[config.mk]
export PLATFORM = sky130hd
export DESIGN_NAME = servo_pwm_decoder_flat
export DESIGN_NICKNAME = d
export VERILOG_FILES = /design/src/rtl/servo_pkg.sv /design/src/rtl/servo_pwm_decoder_if.sv /design/src/rtl/pulse_width_capture.sv /design/src/rtl/servo_pwm_decoder.sv /design/src/flat_wrapper.sv
export SDC_FILE = /design/constraint.sdc
export NUM_CORES = 1
export LEC_CHECK = 0
export CORE_UTILIZATION = 35
export DETAILED_ROUTE_END_ITERATION = 8
export PLACE_DENSITY = 0.48
export SLEW_MARGIN = 5
export SYNTH_ARGS = -nofsm -noshare
export SYNTH_HDL_FRONTEND = slang
export SYNTH_SLANG_ARGS = --single-unit
[constraint.sdc]
create_clock -name clock -period 11.1 [get_ports clock]
set_input_delay 1.11 -clock clock [delete_from_list [all_inputs] [get_ports clock]]
set_output_delay 1.11 -clock clock [all_outputs]
set_load 0.005 [all_outputs]
[src/rtl/servo_pkg.sv]
// Shared constants, cycle-count helpers and the channel FSM state type for the
// servo PWM decoder.
package servo_pkg;

    localparam int DUTY_W = 8;
    localparam logic [DUTY_W-1:0] DUTY_MAX = '1;

    typedef enum logic [1:0] {
        WAIT_LOW,
        IDLE,
        MEAS_MIN,
        MEAS_SCALE
    } chan_state_t;

    function automatic int unsigned us_to_cycles(input int unsigned us, input int unsigned clk_freq);
        return us * (clk_freq / 1000000);
    endfunction

    // Cycles per duty code step, truncated; never allowed to collapse to zero.
    function automatic int unsigned step_cycles(input int unsigned min_us, input int unsigned max_us,
                                                input int unsigned clk_freq);
        int unsigned s;
        s = ((max_us - min_us) * (clk_freq / 1000000)) / 256;
        return (s == 0) ? 1 : s;
    endfunction

    function automatic int cnt_width(input int unsigned a, input int unsigned b);
        return $clog2((a > b) ? a : b) + 1;
    endfunction

endpackage

[src/rtl/servo_pwm_decoder_if.sv]
// Pulse inputs and addressed readback bundle of the servo PWM decoder.
interface servo_pwm_decoder_if
    import servo_pkg::*;
#(
    parameter int unsigned N_CHANNELS = 4,
    parameter int unsigned ADDR_W     = 2
);
    logic [N_CHANNELS-1:0] pwm_in;
    logic [ADDR_W-1:0]     address;
    logic [DUTY_W-1:0]     duty_cycle_value;
    logic                  sample_valid;
    logic [N_CHANNELS-1:0] new_sample;
    logic [N_CHANNELS-1:0] pulse_error;

    modport slave (
        input  pwm_in,
        input  address,
        output duty_cycle_value,
        output sample_valid,
        output new_sample,
        output pulse_error
    );

    modport master (
        output pwm_in,
        output address,
        input  duty_cycle_value,
        input  sample_valid,
        input  new_sample,
        input  pulse_error
    );
endinterface

[src/rtl/pulse_width_capture.sv]
// One servo channel: input synchronizer, pulse-width measuring FSM that turns the
// high time into an 8-bit duty code, sticky error flag and frame watchdog.
module pulse_width_capture
    import servo_pkg::*;
#(
    parameter int unsigned CLK_FREQ         = 50000000,
    parameter int unsigned MIN_PULSE_US     = 1000,
    parameter int unsigned MAX_PULSE_US     = 2000,
    parameter int unsigned HIGH_TIMEOUT_US  = 3000,
    parameter int unsigned FRAME_TIMEOUT_US = 25000
)
(
    input  logic              clock,
    input  logic              reset,
    input  logic              pwm_in,
    output logic [DUTY_W-1:0] code,
    output logic              valid,
    output logic              new_sample,
    output logic              pulse_error
);
    localparam int unsigned MIN_CYC      = us_to_cycles(MIN_PULSE_US, CLK_FREQ);
    localparam int unsigned STEP_CYC     = step_cycles(MIN_PULSE_US, MAX_PULSE_US, CLK_FREQ);
    localparam int unsigned HIGH_TO_CYC  = us_to_cycles(HIGH_TIMEOUT_US, CLK_FREQ);
    localparam int unsigned FRAME_TO_CYC = us_to_cycles(FRAME_TIMEOUT_US, CLK_FREQ);
    localparam int CNT_W = cnt_width(FRAME_TO_CYC, HIGH_TO_CYC);

    localparam logic [CNT_W-1:0] ONE      = CNT_W'(1);
    localparam logic [CNT_W-1:0] MIN_C    = CNT_W'(MIN_CYC);
    localparam logic [CNT_W-1:0] STEP_END = CNT_W'(STEP_CYC - 1);
    localparam logic [CNT_W-1:0] HIGH_C   = CNT_W'(HIGH_TO_CYC);
    localparam logic [CNT_W-1:0] FRAME_C  = CNT_W'(FRAME_TO_CYC);

    // Synchronizer resets high so a line already high at reset release never
    // produces a rising edge; WAIT_LOW then drops the rest of that pulse.
    logic [2:0]        sync_reg;
    logic              rise_reg, fall_reg;
    logic              level;

    chan_state_t       state_reg, state_next;
    logic [CNT_W-1:0]  hi_cnt_reg, hi_cnt_next, hi_inc;
    logic [CNT_W-1:0]  step_cnt_reg, step_cnt_next;
    logic [CNT_W-1:0]  frame_cnt_reg, frame_cnt_next, frame_inc;
    logic [DUTY_W-1:0] acc_reg, acc_next;
    logic [DUTY_W-1:0] code_reg, code_next;
    logic              valid_reg, valid_next;
    logic              new_sample_reg, new_sample_next;
    logic              error_reg, error_next;

    assign level     = sync_reg[2];
    assign hi_inc    = hi_cnt_reg + ONE;
    assign frame_inc = frame_cnt_reg + ONE;

    always_ff @(posedge clock or posedge reset) begin
        if (reset) begin
            sync_reg       <= '1;
            rise_reg       <= 1'b0;
            fall_reg       <= 1'b0;
            state_reg      <= WAIT_LOW;
            hi_cnt_reg     <= '0;
            step_cnt_reg   <= '0;
            frame_cnt_reg  <= '0;
            acc_reg        <= '0;
            code_reg       <= '0;
            valid_reg      <= 1'b0;
            new_sample_reg <= 1'b0;
            error_reg      <= 1'b0;
        end else begin
            sync_reg       <= {sync_reg[1:0], pwm_in};
            rise_reg       <= sync_reg[1] & ~sync_reg[2];
            fall_reg       <= ~sync_reg[1] & sync_reg[2];
            state_reg      <= state_next;
            hi_cnt_reg     <= hi_cnt_next;
            step_cnt_reg   <= step_cnt_next;
            frame_cnt_reg  <= frame_cnt_next;
            acc_reg        <= acc_next;
            code_reg       <= code_next;
            valid_reg      <= valid_next;
            new_sample_reg <= new_sample_next;
            error_reg      <= error_next;
        end
    end

    always_comb begin
        state_next      = state_reg;
        hi_cnt_next     = hi_cnt_reg;
        step_cnt_next   = step_cnt_reg;
        frame_cnt_next  = frame_cnt_reg;
        acc_next        = acc_reg;
        code_next       = code_reg;
        valid_next      = valid_reg;
        new_sample_next = 1'b0;
        error_next      = error_reg;

        // A rising edge restarts the frame watchdog, taking priority over expiry.
        if (rise_reg) begin
            frame_cnt_next = '0;
        end else if (frame_cnt_reg != FRAME_C) begin
            frame_cnt_next = frame_inc;
            if (frame_inc == FRAME_C)
                valid_next = 1'b0;
        end

        case (state_reg)
            WAIT_LOW: begin
                if (!level)
                    state_next = IDLE;
            end
            IDLE: begin
                if (rise_reg) begin
                    hi_cnt_next   = ONE;
                    step_cnt_next = '0;
                    acc_next      = '0;
                    state_next    = MEAS_MIN;
                end
            end
            MEAS_MIN, MEAS_SCALE: begin
                if (fall_reg) begin
                    code_next       = (state_reg == MEAS_MIN) ? '0 : acc_reg;
                    valid_next      = 1'b1;
                    new_sample_next = 1'b1;
                    error_next      = 1'b0;
                    state_next      = IDLE;
                end else if (hi_inc == HIGH_C) begin
                    error_next = 1'b1;
                    state_next = WAIT_LOW;
                end else begin
                    hi_cnt_next = hi_inc;
                    if (state_reg == MEAS_MIN) begin
                        if (hi_inc == MIN_C) begin
                            step_cnt_next = '0;
                            state_next    = MEAS_SCALE;
                        end
                    end else if (step_cnt_reg == STEP_END) begin
                        step_cnt_next = '0;
                        if (acc_reg != DUTY_MAX)
                            acc_next = acc_reg + 1'b1;
                    end else begin
                        step_cnt_next = step_cnt_reg + ONE;
                    end
                end
            end
            default: state_next = WAIT_LOW;
        endcase
    end

    assign code        = code_reg;
    assign valid       = valid_reg;
    assign new_sample  = new_sample_reg;
    assign pulse_error = error_reg;

endmodule

[src/rtl/servo_pwm_decoder.sv]
// Multi-channel servo pulse-width decoder: one capture block per channel plus a
// registered, addressed readback of code and valid.
module servo_pwm_decoder
    import servo_pkg::*;
#(
    parameter int unsigned CLK_FREQ         = 50000000,
    parameter int unsigned N_CHANNELS       = 4,
    parameter int unsigned ADDR_W           = 2,
    parameter int unsigned MIN_PULSE_US     = 1000,
    parameter int unsigned MAX_PULSE_US     = 2000,
    parameter int unsigned HIGH_TIMEOUT_US  = 3000,
    parameter int unsigned FRAME_TIMEOUT_US = 25000
)
(
    input logic                clock,
    input logic                reset,
    servo_pwm_decoder_if.slave bus
);
    localparam int unsigned N_SLOTS = 1 << ADDR_W;

    // Address slots beyond the last channel read back as code 0, not valid.
    logic [DUTY_W-1:0]     code_slot [N_SLOTS];
    logic [N_SLOTS-1:0]    valid_slot;
    logic [N_CHANNELS-1:0] new_sample_w;
    logic [N_CHANNELS-1:0] pulse_error_w;
    logic [DUTY_W-1:0]     duty_reg;
    logic                  sample_valid_reg;

    genvar gi;
    generate
        for (gi = 0; gi < N_SLOTS; gi++) begin : g_slot
            if (gi < N_CHANNELS) begin : g_chan
                pulse_width_capture #(
                    .CLK_FREQ         (CLK_FREQ),
                    .MIN_PULSE_US     (MIN_PULSE_US),
                    .MAX_PULSE_US     (MAX_PULSE_US),
                    .HIGH_TIMEOUT_US  (HIGH_TIMEOUT_US),
                    .FRAME_TIMEOUT_US (FRAME_TIMEOUT_US)
                ) u_capture (
                    .clock       (clock),
                    .reset       (reset),
                    .pwm_in      (bus.pwm_in[gi]),
                    .code        (code_slot[gi]),
                    .valid       (valid_slot[gi]),
                    .new_sample  (new_sample_w[gi]),
                    .pulse_error (pulse_error_w[gi])
                );
            end else begin : g_empty
                assign code_slot[gi]  = '0;
                assign valid_slot[gi] = 1'b0;
            end
        end
    endgenerate

    always_ff @(posedge clock or posedge reset) begin
        if (reset) begin
            duty_reg         <= '0;
            sample_valid_reg <= 1'b0;
        end else begin
            duty_reg         <= code_slot[bus.address];
            sample_valid_reg <= valid_slot[bus.address];
        end
    end

    assign bus.duty_cycle_value = duty_reg;
    assign bus.sample_valid     = sample_valid_reg;
    assign bus.new_sample       = new_sample_w;
    assign bus.pulse_error      = pulse_error_w;

endmodule

[src/flat_wrapper.sv]
// flat-port wrapper written by rule: the top's interface ports become plain ports
module servo_pwm_decoder_flat import servo_pkg::*;
#(
    parameter int unsigned CLK_FREQ         = 50000000,
    parameter int unsigned N_CHANNELS       = 4,
    parameter int unsigned ADDR_W           = 2,
    parameter int unsigned MIN_PULSE_US     = 1000,
    parameter int unsigned MAX_PULSE_US     = 2000,
    parameter int unsigned HIGH_TIMEOUT_US  = 3000,
    parameter int unsigned FRAME_TIMEOUT_US = 25000
)
  (clock, reset, bus_pwm_in, bus_address, bus_duty_cycle_value, bus_sample_valid, bus_new_sample, bus_pulse_error);
  servo_pwm_decoder_if #(.N_CHANNELS(N_CHANNELS), .ADDR_W(ADDR_W)) bus_i ();
  input logic clock;
  input logic reset;
  input wire logic [$bits(bus_i.pwm_in)-1:0] bus_pwm_in;
  input wire logic [$bits(bus_i.address)-1:0] bus_address;
  output wire logic [$bits(bus_i.duty_cycle_value)-1:0] bus_duty_cycle_value;
  output wire logic [$bits(bus_i.sample_valid)-1:0] bus_sample_valid;
  output wire logic [$bits(bus_i.new_sample)-1:0] bus_new_sample;
  output wire logic [$bits(bus_i.pulse_error)-1:0] bus_pulse_error;
  assign bus_i.pwm_in = bus_pwm_in;
  assign bus_i.address = bus_address;
  assign bus_duty_cycle_value = bus_i.duty_cycle_value;
  assign bus_sample_valid = bus_i.sample_valid;
  assign bus_new_sample = bus_i.new_sample;
  assign bus_pulse_error = bus_i.pulse_error;
  servo_pwm_decoder #(.CLK_FREQ(CLK_FREQ), .N_CHANNELS(N_CHANNELS), .ADDR_W(ADDR_W), .MIN_PULSE_US(MIN_PULSE_US), .MAX_PULSE_US(MAX_PULSE_US), .HIGH_TIMEOUT_US(HIGH_TIMEOUT_US), .FRAME_TIMEOUT_US(FRAME_TIMEOUT_US)) u_core (.clock(clock), .reset(reset), .bus(bus_i));
endmodule
# After elaboration in Yosys (flattened, before gate mapping)

Cells that the tools add are included.

Bits in registers: 377
Latch bits: 0
Memory bits (writable): 0
Memory bits (read-only): 0
Bits of input ports: 8
Output and inout port bits: 17
Word-level logic and storage cells: 358
Memories kept: 0

Add/subtract/negate cells: 16
Multiply operators: 0
Div/mod/pow operators: 0
Magnitude comparators: 2
Equal/unequal tests: 76
Shift-type cells: 0
Muxes and demuxes: 153
Bitwise logic cells: 17
Reductions and logical operators: 44

Operators by type and width:

| operator                                              | number |
|---|---|
| 2-to-1 mux 22 bit                                     | 44 |
| case mux 22 bit (2 select lines)                      | 8 |
| adder 22 x 1 -> 22 bit, second input constant         | 12 |
| 2-to-1 mux 8 bit                                      | 30 |
| equality test 22 x 16 -> 1 bit, second input constant | 4 |
| equality test 22 x 18 -> 1 bit, second input constant | 4 |
| equality test 22 x 21 -> 1 bit, second input constant | 4 |
| equality test 22 x 8 -> 1 bit, second input constant  | 4 |
| != test 22 x 21 -> 1 bit, second input constant       | 4 |
| case mux 8 bit (2 select lines)                       | 4 |
| != test 2 bit, second input constant                  | 28 |
| 2-to-1 mux 2 bit                                      | 24 |
| 2-to-1 mux 1 bit                                      | 37 |
| adder 8 x 1 -> 8 bit, second input constant           | 4 |
| != test 4 bit, second input constant                  | 8 |
| != test 8 bit, second input constant                  | 4 |
| AND reduction 4 bit                                   | 8 |
| AND reduction 7 bit                                   | 4 |
| case mux 2 bit (3 select lines)                       | 4 |
| nonzero test 2 bit                                    | 12 |
| AND reduction 5 bit                                   | 4 |
| binary-select mux 8 bit (select 2 bit)                | 1 |
| equality test 2 bit, second input constant            | 8 |
| AND reduction 2 bit                                   | 8 |
| 10 further kinds                                      | 36 |

# Logic depth before layout (Yosys ltp)

Gate-level depths: netlist of run 1.

Depth after elaboration: 7
Mapped depth: 13

# Hierarchy

Synthesis of run 1 repeated with hierarchy kept, for this count alone.

Cells, all modules: 2374
Area total of the unflattened synthesis: 21769.6 um^2

Modules (own cells, without submodules):

| module                                                      | times used | cells each | area an instance (um^2) |
|---|---|---|---|
| pulse_width_capture (u_core.g_slot[0].g_chan.u_capture ...) | 3          | 587        | 5353.9 |
| pulse_width_capture (u_core.g_slot[3].g_chan.u_capture)     | 1          | 592        | 5260.0 |
| servo_pwm_decoder                                           | 1          | 21         | 447.9 |

# Least setup slack after synthesis of run 1

Ideal clock, no wire load.

Kind: register -> register
Start point: register u_core.g_slot[0].g_chan.u_capture.hi_cnt_reg[0]
End point: register u_core.g_slot[0].g_chan.u_capture.step_cnt_reg[3]
Data arrival time: 2.631 ns
Setup slack: 8.343 ns
Stages on the path, launching flop included: 11
Path buffers: 1
Period minus slack after synthesis: 2.757 ns
Cell sequence: dfrtp_1 -> ha_1 -> nand3_2 -> or4_1 -> a221oi_1 -> and4b_1 -> and3_1 -> a211oi_1 -> nand2b_4 -> buf_2 -> a221o_1

Longest elaborated chain between the ends: 4

RTL lines:

| what                                                                             | RTL line                                               | RTL |
|---|---|---|
| start, declared                                                                  | pulse_width_capture.sv:40                              | `logic [CNT_W-1:0] hi_cnt_reg, hi_cnt_next, hi_inc;` |
| start signal, assigned                                                           | pulse_width_capture.sv:72                              | `hi_cnt_reg <= hi_cnt_next;` |
| adder 22 x 1 -> 22 bit *                                                         | pulse_width_capture.sv:50                              | `assign hi_inc = hi_cnt_reg + ONE;` |
| equality test 22 x 16 -> 1 bit or equality test 22 x 18 -> 1 bit (tied branches) | pulse_width_capture.sv:129, pulse_width_capture.sv:123 |  |
| != test 3 bit (no line) or != test 2 bit (tied branches)                         | -                                                      |  |
| AND reduction 5 bit (no line) *                                                  | -                                                      |  |
| end signal, assigned                                                             | pulse_width_capture.sv:73                              | `step_cnt_reg <= step_cnt_next;` |
| end, declared                                                                    | pulse_width_capture.sv:41                              | `logic [CNT_W-1:0] step_cnt_reg, step_cnt_next;` |

Mark *: on every way between the ends. The rest lies on a longest branch, timed or not.
A chain may end at the register's enable or synchronous reset.

# Worst setup path in the final report of run 1

Start point: register u_core.g_slot[2].g_chan.u_capture.hi_cnt_reg[0]
End point: register u_core.g_slot[2].g_chan.u_capture.hi_cnt_reg[5]

Longest elaborated chain between the ends: 4

RTL lines:

| what                                                                              | RTL line                   | RTL |
|---|---|---|
| start, declared                                                                   | pulse_width_capture.sv:40  |  |
| start signal, assigned                                                            | pulse_width_capture.sv:72  |  |
| adder 22 x 1 -> 22 bit *                                                          | pulse_width_capture.sv:50  |  |
| equality test 22 x 18 -> 1 bit or 2-to-1 mux 22 bit (tied branches)               | pulse_width_capture.sv:123 | `end else if (hi_inc == HIGH_C) begin` |
| != test 2 bit (no line) or 2-to-1 mux 22 bit (tied branches)                      | -                          |  |
| AND reduction 4 bit (no line) or case mux 22 bit (2 select lines) (tied branches) | -                          |  |

Mark *: on every way between the ends. The rest lies on a longest branch, timed or not. The select of a mux whose other input is x is not followed.

==> impl_results.html, run 1 <==
<table>
<tr><th>Metric</th><th>Value</th></tr>
<tr><th colspan="2">Floorplanning</th></tr>
<tr><td>Boundary Pins</td><td>25</td></tr>
<tr><td>Starting density of the core</td><td>0.357</td></tr>
<tr><td>Overall die height</td><td>251 um</td></tr>
<tr><td>Die area</td><td>0.0628 mm2</td></tr>
<tr><td>FP Rows</td><td>90</td></tr>
<tr><td>Core Region</td><td>0.0607 mm2</td></tr>
<tr><td>Die outline width</td><td>251 um</td></tr>
<tr><th colspan="2">GRT</th></tr>
<tr><td>Wire length of the first global-routing pass</td><td>90900 um</td></tr>
<tr><td>GRT met2 Usage</td><td>0.273</td></tr>
<tr><td>Total routing resource utilization after global routing</td><td>0.173</td></tr>
<tr><td>Largest net degree at the start of global routing</td><td>171</td></tr>
<tr><td>Met3 demand-to-capacity share in global routing</td><td>0.0253</td></tr>
<tr><td>Met1 track demand over resource</td><td>0.246</td></tr>
<tr><td>Initial antenna violation count</td><td>1</td></tr>
<tr><td>Highest-utilization routing layer at the global route stage</td><td>met2</td></tr>
<tr><td>Via count of the first global-routing pass</td><td>17300</td></tr>
<tr><td>Total global routing overflow</td><td>0</td></tr>
<tr><th colspan="2">Synth</th></tr>
<tr><td>Count of mapped cells out of synthesis</td><td>2450</td></tr>
<tr><td>Netlist cell types</td><td>95</td></tr>
<tr><td>Most frequently used cell type in the post-synthesis netlist</td><td>sky130_fd_sc_hd__dfrtp_1</td></tr>
<tr><td>Largest cells by area after synthesis</td><td>sky130_fd_sc_hd__dfrtp_1 42%, sky130_fd_sc_hd__nand2_1 5.0%, sky130_fd_sc_hd__o21ai_0 4.0%, sky130_fd_sc_hd__nor2_1 3.7%, sky130_fd_sc_hd__nand3_1 3.3%</td></tr>
<tr><td>Proportion of netlist area held by the largest area contributor</td><td>0.422</td></tr>
<tr><td>Summed instance area of the synthesized netlist</td><td>0.0216 mm2</td></tr>
<tr><td>Most frequent cells after synthesis</td><td>365 x sky130_fd_sc_hd__dfrtp_1, 290 x sky130_fd_sc_hd__nand2_1, 215 x sky130_fd_sc_hd__nor2_1</td></tr>
<tr><td>Fraction of synthesis flops using an asynchronous set or reset pin</td><td>1.00</td></tr>
<tr><td>YS warnings</td><td>0</td></tr>
<tr><td>Post-synthesis net count</td><td>2482</td></tr>
<tr><td>Register bit count reported by yosys</td><td>377</td></tr>
<tr><td>Cell taking the most area after synthesis</td><td>sky130_fd_sc_hd__dfrtp_1</td></tr>
<tr><td>Number of enable-type register cells in the synthesized netlist</td><td>0</td></tr>
<tr><td>Commonest register cell after synthesis</td><td>sky130_fd_sc_hd__dfrtp_1</td></tr>
<tr><td>Avg Synthesized Cell Area</td><td>8.83 um2</td></tr>
<tr><td>Sequential-to-total area share from yosys stat</td><td>0.437</td></tr>
<tr><th colspan="2">Critical path</th></tr>
<tr><td>Critical Path RT</td><td>11.54 ns</td></tr>
<tr><td>Startpoint type of the worst setup path</td><td>register</td></tr>
<tr><td>Sort of element at the end of the critical path</td><td>register</td></tr>
<tr><td>Setup Crit Path Kind</td><td>register to register</td></tr>
<tr><td>Maximum fanout along the worst path</td><td>19</td></tr>
<tr><td>Data arrival at the endpoint of the critical path</td><td>4.24 ns</td></tr>
<tr><th colspan="2">Timing</th></tr>
<tr><td>Hold Violations, Final</td><td>0</td></tr>
<tr><td>Tcrit/Tclk final</td><td>0.342</td></tr>
<tr><td>Final-report max-slew violation count</td><td>0</td></tr>
<tr><td>Largest clock skew in the final design</td><td>0.0239 ns</td></tr>
<tr><td>Unrepaired setup endpoints after global routing</td><td>no</td></tr>
<tr><td>Max-slew headroom</td><td>0.236</td></tr>
<tr><td>Setup violation total in the final timing report</td><td>0</td></tr>
<tr><td>Final critical path time including I/O delays and setup</td><td>3.79 ns</td></tr>
<tr><td>Minimum hold slack</td><td>0.356 ns</td></tr>
<tr><td>Accumulated negative setup slack</td><td>0 ns</td></tr>
<tr><td>F_max</td><td>0.264 GHz</td></tr>
<tr><td>Transition time of the tightest slew-check pin</td><td>1.14 ns</td></tr>
<tr><th colspan="2">Finish</th></tr>
<tr><td>Antenna fix cells</td><td>0</td></tr>
<tr><td># nets final</td><td>2421</td></tr>
<tr><td>Synth-to-layout area growth</td><td>11.2%</td></tr>
<tr><td>Area taken by flip-flops and latches</td><td>0.00945 mm2</td></tr>
<tr><td>Multi-input logic area</td><td>0.0113 mm2</td></tr>
<tr><td>Post-Layout Inst Area</td><td>0.0241 mm2</td></tr>
<tr><td>Share of layout cells above drive strength 1</td><td>0.0762</td></tr>
<tr><td>Number of fill cells in the layout</td><td>5972</td></tr>
<tr><th colspan="2">Min path</th></tr>
<tr><td>Path category of the worst min-delay check</td><td>register to register</td></tr>
<tr><th colspan="2">Clock network</th></tr>
<tr><td>CTS buffer count</td><td>48</td></tr>
<tr><td>Total clock sinks</td><td>377</td></tr>
<tr><td>Clock latency reported for the late side of the worst-skew pair</td><td>0.60 ns</td></tr>
<tr><td>Root buffer cell</td><td>sky130_fd_sc_hd__clkbuf_16</td></tr>
<tr><td>CTS tree</td><td>built</td></tr>
<tr><td>Clock-pin slew on the worst setup and hold paths</td><td>0.06 ns</td></tr>
<tr><td>Level count of the clock H-tree</td><td>2</td></tr>
<tr><td>Number of cells upsized or downsized after cts</td><td>0</td></tr>
<tr><td>CTS Hold Buffers Added</td><td>0</td></tr>
<tr><td>Post-CTS setup buffers</td><td>0</td></tr>
<tr><td>Maximum root-to-sink buffer count</td><td>3</td></tr>
<tr><th colspan="2">Routing</th></tr>
<tr><td>Drt first-iter violations</td><td>1059</td></tr>
<tr><td>Pre-Repair DR Iteration Count</td><td>5</td></tr>
<tr><td>Average via count per standard cell</td><td>5.57</td></tr>
<tr><td>Total via count in the routed design</td><td>17900</td></tr>
<tr><td>Final WL</td><td>53800 um</td></tr>
<tr><td>Average wire per cell in the routed design</td><td>16.8 um</td></tr>
<tr><td>Number of nets with antenna violations after routing</td><td>0</td></tr>
<tr><td>Number of remaining DRC errors</td><td>0</td></tr>
<tr><th colspan="2">Placed design</th></tr>
<tr><td>Global placement routability congestion</td><td>0.823</td></tr>
<tr><td>Buffers added on ports</td><td>24</td></tr>
<tr><td>Detailed Place HPWL</td><td>34900 um</td></tr>
<tr><td>Post-place instance area</td><td>0.0223 mm2</td></tr>
<tr><th colspan="2">Pwr</th></tr>
<tr><td>Leakage power summed over all cells</td><td>0.00988 uW</td></tr>
<tr><td>Power Dens Cells</td><td>171 mW/mm2</td></tr>
<tr><td>Worst vdd ir</td><td>99.4 uV</td></tr>
<tr><th colspan="2">Flow run</th></tr>
<tr><td>Max cap viols</td><td>0</td></tr>
<tr><th colspan="2">Status</th></tr>
<tr><td>Status</td><td>completed</td></tr>
</table>
## final cells by class
type                    instances  share of cell area
multi-input cells            1860               0.469
flip-flops and latches        377               0.393
clock buffers                  73              0.0584
well taps                     782              0.0407
repair buffers                 42              0.0161
clock inverters                16              0.0134
inverters                      60             0.00951
## cell usage in the layout, fill, tap and decap left out, types with 13 or more instances in the layout
master and count:
sky130_fd_sc_hd__a21oi_1 109, sky130_fd_sc_hd__nor4b_1 14, sky130_fd_sc_hd__clkdlybuf4s50_1 24, sky130_fd_sc_hd__a211o_1 13
sky130_fd_sc_hd__nand4_1 60, sky130_fd_sc_hd__clkbuf_16 49, sky130_fd_sc_hd__nor3_1 84, sky130_fd_sc_hd__nand3_1 144
sky130_fd_sc_hd__or3_1 31, sky130_fd_sc_hd__buf_4 17, sky130_fd_sc_hd__nor2_1 215, sky130_fd_sc_hd__nor2b_1 14
sky130_fd_sc_hd__o21ai_0 171, sky130_fd_sc_hd__and3_1 73, sky130_fd_sc_hd__ha_1 24, sky130_fd_sc_hd__nor4_1 31
sky130_fd_sc_hd__xnor2_1 58, sky130_fd_sc_hd__clkbuf_1 15, sky130_fd_sc_hd__inv_1 57, sky130_fd_sc_hd__mux2i_1 27
sky130_fd_sc_hd__nand3b_1 13, sky130_fd_sc_hd__xor2_1 61, sky130_fd_sc_hd__and2_1 21, sky130_fd_sc_hd__o31ai_1 52
sky130_fd_sc_hd__or4_1 19, sky130_fd_sc_hd__and4_1 20, sky130_fd_sc_hd__a31oi_1 56, sky130_fd_sc_hd__nand2b_1 22
sky130_fd_sc_hd__nor3b_1 20, sky130_fd_sc_hd__nand2_1 290, sky130_fd_sc_hd__a221o_1 15, sky130_fd_sc_hd__dfrtp_1 365
sky130_fd_sc_hd__a21o_1 13, sky130_fd_sc_hd__or2_2 25
## final timing paths
check                      depth (start not counted)                                                           end                                                        start  slack (ns)
max in group asynchronous                          4  u_core.g_slot[0].g_chan.u_capture.hi_cnt_reg[14]$_DFFE_PP0P_                                                        reset        8.11
min in group asynchronous                          2                                    asynchronous set/reset pin                                                        reset        0.86
max reg2reg                                        9   u_core.g_slot[2].g_chan.u_capture.hi_cnt_reg[5]$_DFFE_PP0P_  u_core.g_slot[2].g_chan.u_capture.hi_cnt_reg[0]$_DFFE_PP0P_        7.31
min reg2reg                                        0       u_core.g_slot[3].g_chan.u_capture.sync_reg[1]$_DFF_PP1_      u_core.g_slot[3].g_chan.u_capture.sync_reg[0]$_DFF_PP1_        0.36
max                                                9   u_core.g_slot[2].g_chan.u_capture.hi_cnt_reg[5]$_DFFE_PP0P_  u_core.g_slot[2].g_chan.u_capture.hi_cnt_reg[0]$_DFFE_PP0P_        7.31
min                                                0       u_core.g_slot[3].g_chan.u_capture.sync_reg[1]$_DFF_PP1_      u_core.g_slot[3].g_chan.u_capture.sync_reg[0]$_DFF_PP1_        0.36
## kinds of logic (layout without fill, tap and decap cells)
family / Yosys count / count (layout) / share of synthesized area
AO/OA/AOI/OAI: 541 / 541 / 0.162
XOR/XNOR: 119 / 119 / 0.0482
adder cells (fa/ha/maj): 24 / 24 / 0.0139
buffers and inverters: 213 / 191 / 0.0415
flip-flops: 377 / 377 / 0.437
multiplexers: 42 / 42 / 0.0250
AND/OR/NAND/NOR: 1134 / 1134 / 0.273
## power by group
group          switching [uW]  total, uW  internal, uW
Clock                     643       1700          1060
Sequential                171       1660          1490
Combinational             516        757           240
Total                    1330       4120          2790
## layer usage
metal,part of all wire,vias up
met5,0.00017,-
met4,0.019,2
met3,0.036,79
met2,0.45,239
met1,0.50,8778
li1,-,8779
## through the flow
| step | total power (uW) | worst slack [ns] | utilization | instances |
|---|---|---|---|---|
| 2_1_floorplan | 2210 | 4.94 | - | 2450 |
| 3_3_place_gp | 2440 | 7.36 | 0.368 | 3121 |
| 3_5_place_dp | 2450 | 7.35 | 0.368 | 3121 |
| 4_1_cts | 4200 | 7.35 | 0.397 | 3210 |
| 5_1_grt | 4360 | 6.93 | 0.397 | 3210 |
| 6_report | 4120 | 7.31 | 0.397 | 3210 |
## critical path: stages (launching register included)
cell	delay, ns
sky130_fd_sc_hd__dfrtp_1	0.53
sky130_fd_sc_hd__ha_1	0.27
sky130_fd_sc_hd__nand3_1	0.21
sky130_fd_sc_hd__nor4_1	0.50
sky130_fd_sc_hd__a211oi_1	0.16
sky130_fd_sc_hd__a31oi_2	0.35
sky130_fd_sc_hd__o41a_1	0.84
sky130_fd_sc_hd__nand2_1	0.41
sky130_fd_sc_hd__o211ai_1	0.26
sky130_fd_sc_hd__o21ai_0	0.13
Power figures use the tool's default switching activity.
==> run 2, diff against run 1 <==
--- a/config.mk
+++ b/config.mk
@@ -7,7 +7,7 @@
 export LEC_CHECK = 0
 export CORE_UTILIZATION = 35
 export DETAILED_ROUTE_END_ITERATION = 8
-export PLACE_DENSITY = 0.48
+export PLACE_DENSITY = 0.46
 export SLEW_MARGIN = 5
 export SYNTH_ARGS = -nofsm -noshare
 export SYNTH_HDL_FRONTEND = slang
==> constraint.sdc (replaced) <==
create_clock -name clock -period 3.8 [get_ports clock]
set_input_delay 0.38 -clock clock [delete_from_list [all_inputs] [get_ports clock]]
set_output_delay 0.38 -clock clock [all_outputs]
set_load 0.005 [all_outputs]
==> impl_results.html, run 2 (synthesis gave the netlist of run 1 again) <==
<table>
<tr><th>Metric</th><th>Value</th></tr>
<tr><th colspan="2">Status</th></tr>
<tr><td>Status</td><td>completed</td></tr>
<tr><th colspan="2">Pwr</th></tr>
<tr><td>Power Dens Cells</td><td>484 mW/mm2 (+180%)</td></tr>
<tr><td>Leakage power summed over all cells</td><td>0.00994 uW (+0.57%)</td></tr>
<tr><td>Worst vdd ir</td><td>276 uV (+180%)</td></tr>
<tr><th colspan="2">Critical path</th></tr>
<tr><td>Startpoint type of the worst setup path</td><td>register</td></tr>
<tr><td>Slowest cell on the critical path</td><td>sky130_fd_sc_hd__nand2_1</td></tr>
<tr><td>Data arrival at the endpoint of the critical path</td><td>3.83 ns (-0.41 ns)</td></tr>
<tr><td>Crit path max-delay family</td><td>simple AND/OR/NAND/NOR gates</td></tr>
<tr><td>Reg-to-reg startpoint</td><td>u_core.g_slot[0].g_chan.u_capture.hi_cnt_reg[0]$_DFFE_PP0P_</td></tr>
<tr><td>Worst stage delay on the critical path</td><td>0.45 ns (-0.39 ns)</td></tr>
<tr><td>Sort of element at the end of the critical path</td><td>register</td></tr>
<tr><td>Setup Crit Path Kind</td><td>register to register</td></tr>
<tr><td>Critical Path RT</td><td>4.25 ns (-7.29 ns)</td></tr>
<tr><td>CP bufs+invs</td><td>1 (+1)</td></tr>
<tr><td>Maximum fanout along the worst path</td><td>19 (unchanged)</td></tr>
<tr><td>Worst setup path startpoint</td><td>u_core.g_slot[0].g_chan.u_capture.hi_cnt_reg[0]$_DFFE_PP0P_</td></tr>
<tr><td>Worst path cell trace</td><td>ha_1, nand3_2, nor4_4, a311oi_1, o2bb2a_1, nand4_1, nand2_1, inv_2, nand2_1, o41ai_1</td></tr>
<tr><td>Cell occurring most often along the worst timing path</td><td>sky130_fd_sc_hd__nand2_1</td></tr>
<tr><th colspan="2">Finish</th></tr>
<tr><td>Leading cell types in the layout, fill and taps excluded</td><td>365 x sky130_fd_sc_hd__dfrtp_1, 290 x sky130_fd_sc_hd__nand2_1, 215 x sky130_fd_sc_hd__nor2_1, 171 x sky130_fd_sc_hd__o21ai_0, 144 x sky130_fd_sc_hd__nand3_1</td></tr>
<tr><td>Area taken by flip-flops and latches</td><td>0.00945 mm2 (unchanged)</td></tr>
<tr><td>Synth-to-layout area growth</td><td>11.4%</td></tr>
<tr><td>Number of fill cells in the layout</td><td>6051 (+1.3%)</td></tr>
<tr><td># nets final</td><td>2438 (+0.70%)</td></tr>
<tr><td>Multi-input logic area</td><td>0.0113 mm2 (unchanged)</td></tr>
<tr><td>Antenna fix cells</td><td>0 (unchanged)</td></tr>
<tr><td>Post-Layout Inst Area</td><td>0.0241 mm2 (+0.15%)</td></tr>
<tr><td>Most common cell after layout, fill and taps aside</td><td>sky130_fd_sc_hd__dfrtp_1</td></tr>
<tr><td>Share of layout cells above drive strength 1</td><td>0.0839 (+0.00772)</td></tr>
<tr><th colspan="2">Placed design</th></tr>
<tr><td>Post-place instance area</td><td>0.0225 mm2 (+0.92%)</td></tr>
<tr><td>Detailed Place HPWL</td><td>35900 um (+2.7%)</td></tr>
<tr><td>Global placement routability congestion</td><td>0.823 (about the same)</td></tr>
<tr><td>Buffers added on ports</td><td>24 (unchanged)</td></tr>
<tr><th colspan="2">Clock network</th></tr>
<tr><td>Maximum root-to-sink buffer count</td><td>3 (unchanged)</td></tr>
<tr><td>CTS Hold Buffers Added</td><td>0 (unchanged)</td></tr>
<tr><td>Root buffer cell</td><td>sky130_fd_sc_hd__clkbuf_16</td></tr>
<tr><td>CTS tree</td><td>built</td></tr>
<tr><td>Total clock sinks</td><td>377 (unchanged)</td></tr>
<tr><td>Number of cells upsized or downsized after cts</td><td>0 (unchanged)</td></tr>
<tr><td>Level count of the clock H-tree</td><td>2 (unchanged)</td></tr>
<tr><td>Clock-pin slew on the worst setup and hold paths</td><td>0.06 ns (about the same)</td></tr>
<tr><td>CTS buffer count</td><td>46 (-4.2%)</td></tr>
<tr><td>Clock latency reported for the late side of the worst-skew pair</td><td>0.58 ns (-0.02 ns)</td></tr>
<tr><td>Post-CTS setup buffers</td><td>0 (unchanged)</td></tr>
<tr><th colspan="2">Flow run</th></tr>
<tr><td>Max cap viols</td><td>0 (unchanged)</td></tr>
<tr><th colspan="2">GRT</th></tr>
<tr><td>Largest net degree at the start of global routing</td><td>92 (-46%)</td></tr>
<tr><td>Via count of the first global-routing pass</td><td>17100 (-1.0%)</td></tr>
<tr><td>Initial antenna violation count</td><td>2 (+1)</td></tr>
<tr><td>Wire length of the first global-routing pass</td><td>91900 um (+1.2%)</td></tr>
<tr><td>Total routing resource utilization after global routing</td><td>0.175 (+0.00240)</td></tr>
<tr><td>Total global routing overflow</td><td>0 (unchanged)</td></tr>
<tr><th colspan="2">Floorplanning</th></tr>
<tr><td>Overall die height</td><td>251 um (unchanged)</td></tr>
<tr><td>FP Rows</td><td>90 (unchanged)</td></tr>
<tr><td>Core Region</td><td>0.0607 mm2 (unchanged)</td></tr>
<tr><td>Boundary Pins</td><td>25 (unchanged)</td></tr>
<tr><td>Die area</td><td>0.0628 mm2 (unchanged)</td></tr>
<tr><td>Die outline width</td><td>251 um (unchanged)</td></tr>
<tr><td>Starting density of the core</td><td>0.357 (unchanged)</td></tr>
<tr><th colspan="2">Timing</th></tr>
<tr><td>Setup violation total in the final timing report</td><td>0 (unchanged)</td></tr>
<tr><td>Unrepaired setup endpoints after global routing</td><td>no</td></tr>
<tr><td>Tcrit/Tclk final</td><td>0.889 (+0.547)</td></tr>
<tr><td>Max-slew headroom</td><td>0.278 (+0.0419)</td></tr>
<tr><td>F_max</td><td>0.296 GHz (+12%)</td></tr>
<tr><td>Final critical path time including I/O delays and setup</td><td>3.38 ns (-0.415 ns)</td></tr>
<tr><td>Final-report max-slew violation count</td><td>0 (unchanged)</td></tr>
<tr><td>Accumulated negative setup slack</td><td>0 ns (unchanged)</td></tr>
<tr><td>Largest clock skew in the final design</td><td>0.0198 ns (-0.00414 ns)</td></tr>
<tr><td>Transition time of the tightest slew-check pin</td><td>1.08 ns (-0.0586 ns)</td></tr>
<tr><td>Hold Violations, Final</td><td>0 (unchanged)</td></tr>
<tr><th colspan="2">Routing</th></tr>
<tr><td>Number of remaining DRC errors</td><td>0 (unchanged)</td></tr>
<tr><td>Average wire per cell in the routed design</td><td>16.7 um (about the same)</td></tr>
<tr><td>Pre-Repair DR Iteration Count</td><td>5 (unchanged)</td></tr>
<tr><td>Total via count in the routed design</td><td>17900 (-0.12%)</td></tr>
<tr><td>Final WL</td><td>54000 um (+0.43%)</td></tr>
<tr><td>Average via count per standard cell</td><td>5.54 (-0.59%)</td></tr>
<tr><td>Number of nets with antenna violations after routing</td><td>0 (unchanged)</td></tr>
<tr><td>Drt first-iter violations</td><td>1127 (+6.4%)</td></tr>
<tr><th colspan="2">Min path</th></tr>
<tr><td>Startpoint of the lowest-slack hold path</td><td>bus_pwm_in[1]</td></tr>
<tr><td>Path category of the worst min-delay check</td><td>primary input to register</td></tr>
</table>
-- run 2: stage by stage --
step	total power, uW	hold WS [ns]	util	setup slack (ns)	cells
2_1_floorplan	6440	0.345	-	-1.63	2450
3_3_place_gp	7180	0.347	0.371	0.491	3140
3_5_place_dp	7210	0.347	0.371	0.393	3140
4_1_cts	11900	0.153	0.397	0.385	3225
5_1_grt	12400	0.181	0.397	0.131	3225
6_report	11700	0.201	0.397	0.422	3225
-- run 2: routing by layer --
| metal | GRT usage | wire length, um |
|---|---|---|
| met5 | 0 | 26 |
| met4 | 0.0468 | 1020 |
| met3 | 0.0269 | 1940 |
| met2 | 0.276 | 24200 |
| met1 | 0.249 | 26900 |
-- run 2: where the power goes --
part | leakage (uW) | internal, uW | switching, uW
logic | 0.00406 | 745 | 1460
registers | 0.00510 | 4360 | 545
clock network | 0.000771 | 2740 | 1810
-- run 2: path summary, 6_finish.rpt --
| path | to | depth (start not counted) | slack, ns |
|---|---|---|---|
| max reg2reg | u_core.g_slot[0].g_chan.u_capture.hi_cnt_reg[20]$_DFFE_PP0P_ | 10 | 0.42 |
| min reg2reg | u_core.g_slot[3].g_chan.u_capture.sync_reg[1]$_DFF_PP1_ | 0 | 0.35 |
| max in group asynchronous | u_core.g_slot[3].g_chan.u_capture.sync_reg[0]$_DFF_PP1_ | 4 | 2.56 |
| min | u_core.g_slot[1].g_chan.u_capture.sync_reg[0]$_DFF_PP1_ | 1 | 0.20 |
| max | u_core.g_slot[0].g_chan.u_capture.hi_cnt_reg[20]$_DFFE_PP0P_ | 10 | 0.42 |
| min in group asynchronous | asynchronous set/reset pin | 2 | 0.24 |
-- run 2: cell type report --
| class | instances | share of cell area |
|---|---|---|
| Clock inverter | 20 | 0.00882 |
| Timing Repair Buffer | 61 | 0.0246 |
| Multi-Input combinational cell | 1860 | 0.469 |
| Inverter | 60 | 0.00950 |
| Tap cell | 782 | 0.0406 |
| Sequential cell | 377 | 0.392 |
| Clock buffer | 65 | 0.0559 |
-- run 2: worst reg2reg max path, stage by stage, from the launching register on --
cell and delay, ns:
sky130_fd_sc_hd__dfrtp_1 0.43, sky130_fd_sc_hd__ha_1 0.28, sky130_fd_sc_hd__nand3_2 0.20, sky130_fd_sc_hd__nor4_4 0.44, sky130_fd_sc_hd__a311oi_1 0.16, sky130_fd_sc_hd__o2bb2a_1 0.34
sky130_fd_sc_hd__nand4_1 0.14, sky130_fd_sc_hd__nand2_1 0.09, sky130_fd_sc_hd__inv_2 0.32, sky130_fd_sc_hd__nand2_1 0.45, sky130_fd_sc_hd__o41ai_1 0.41
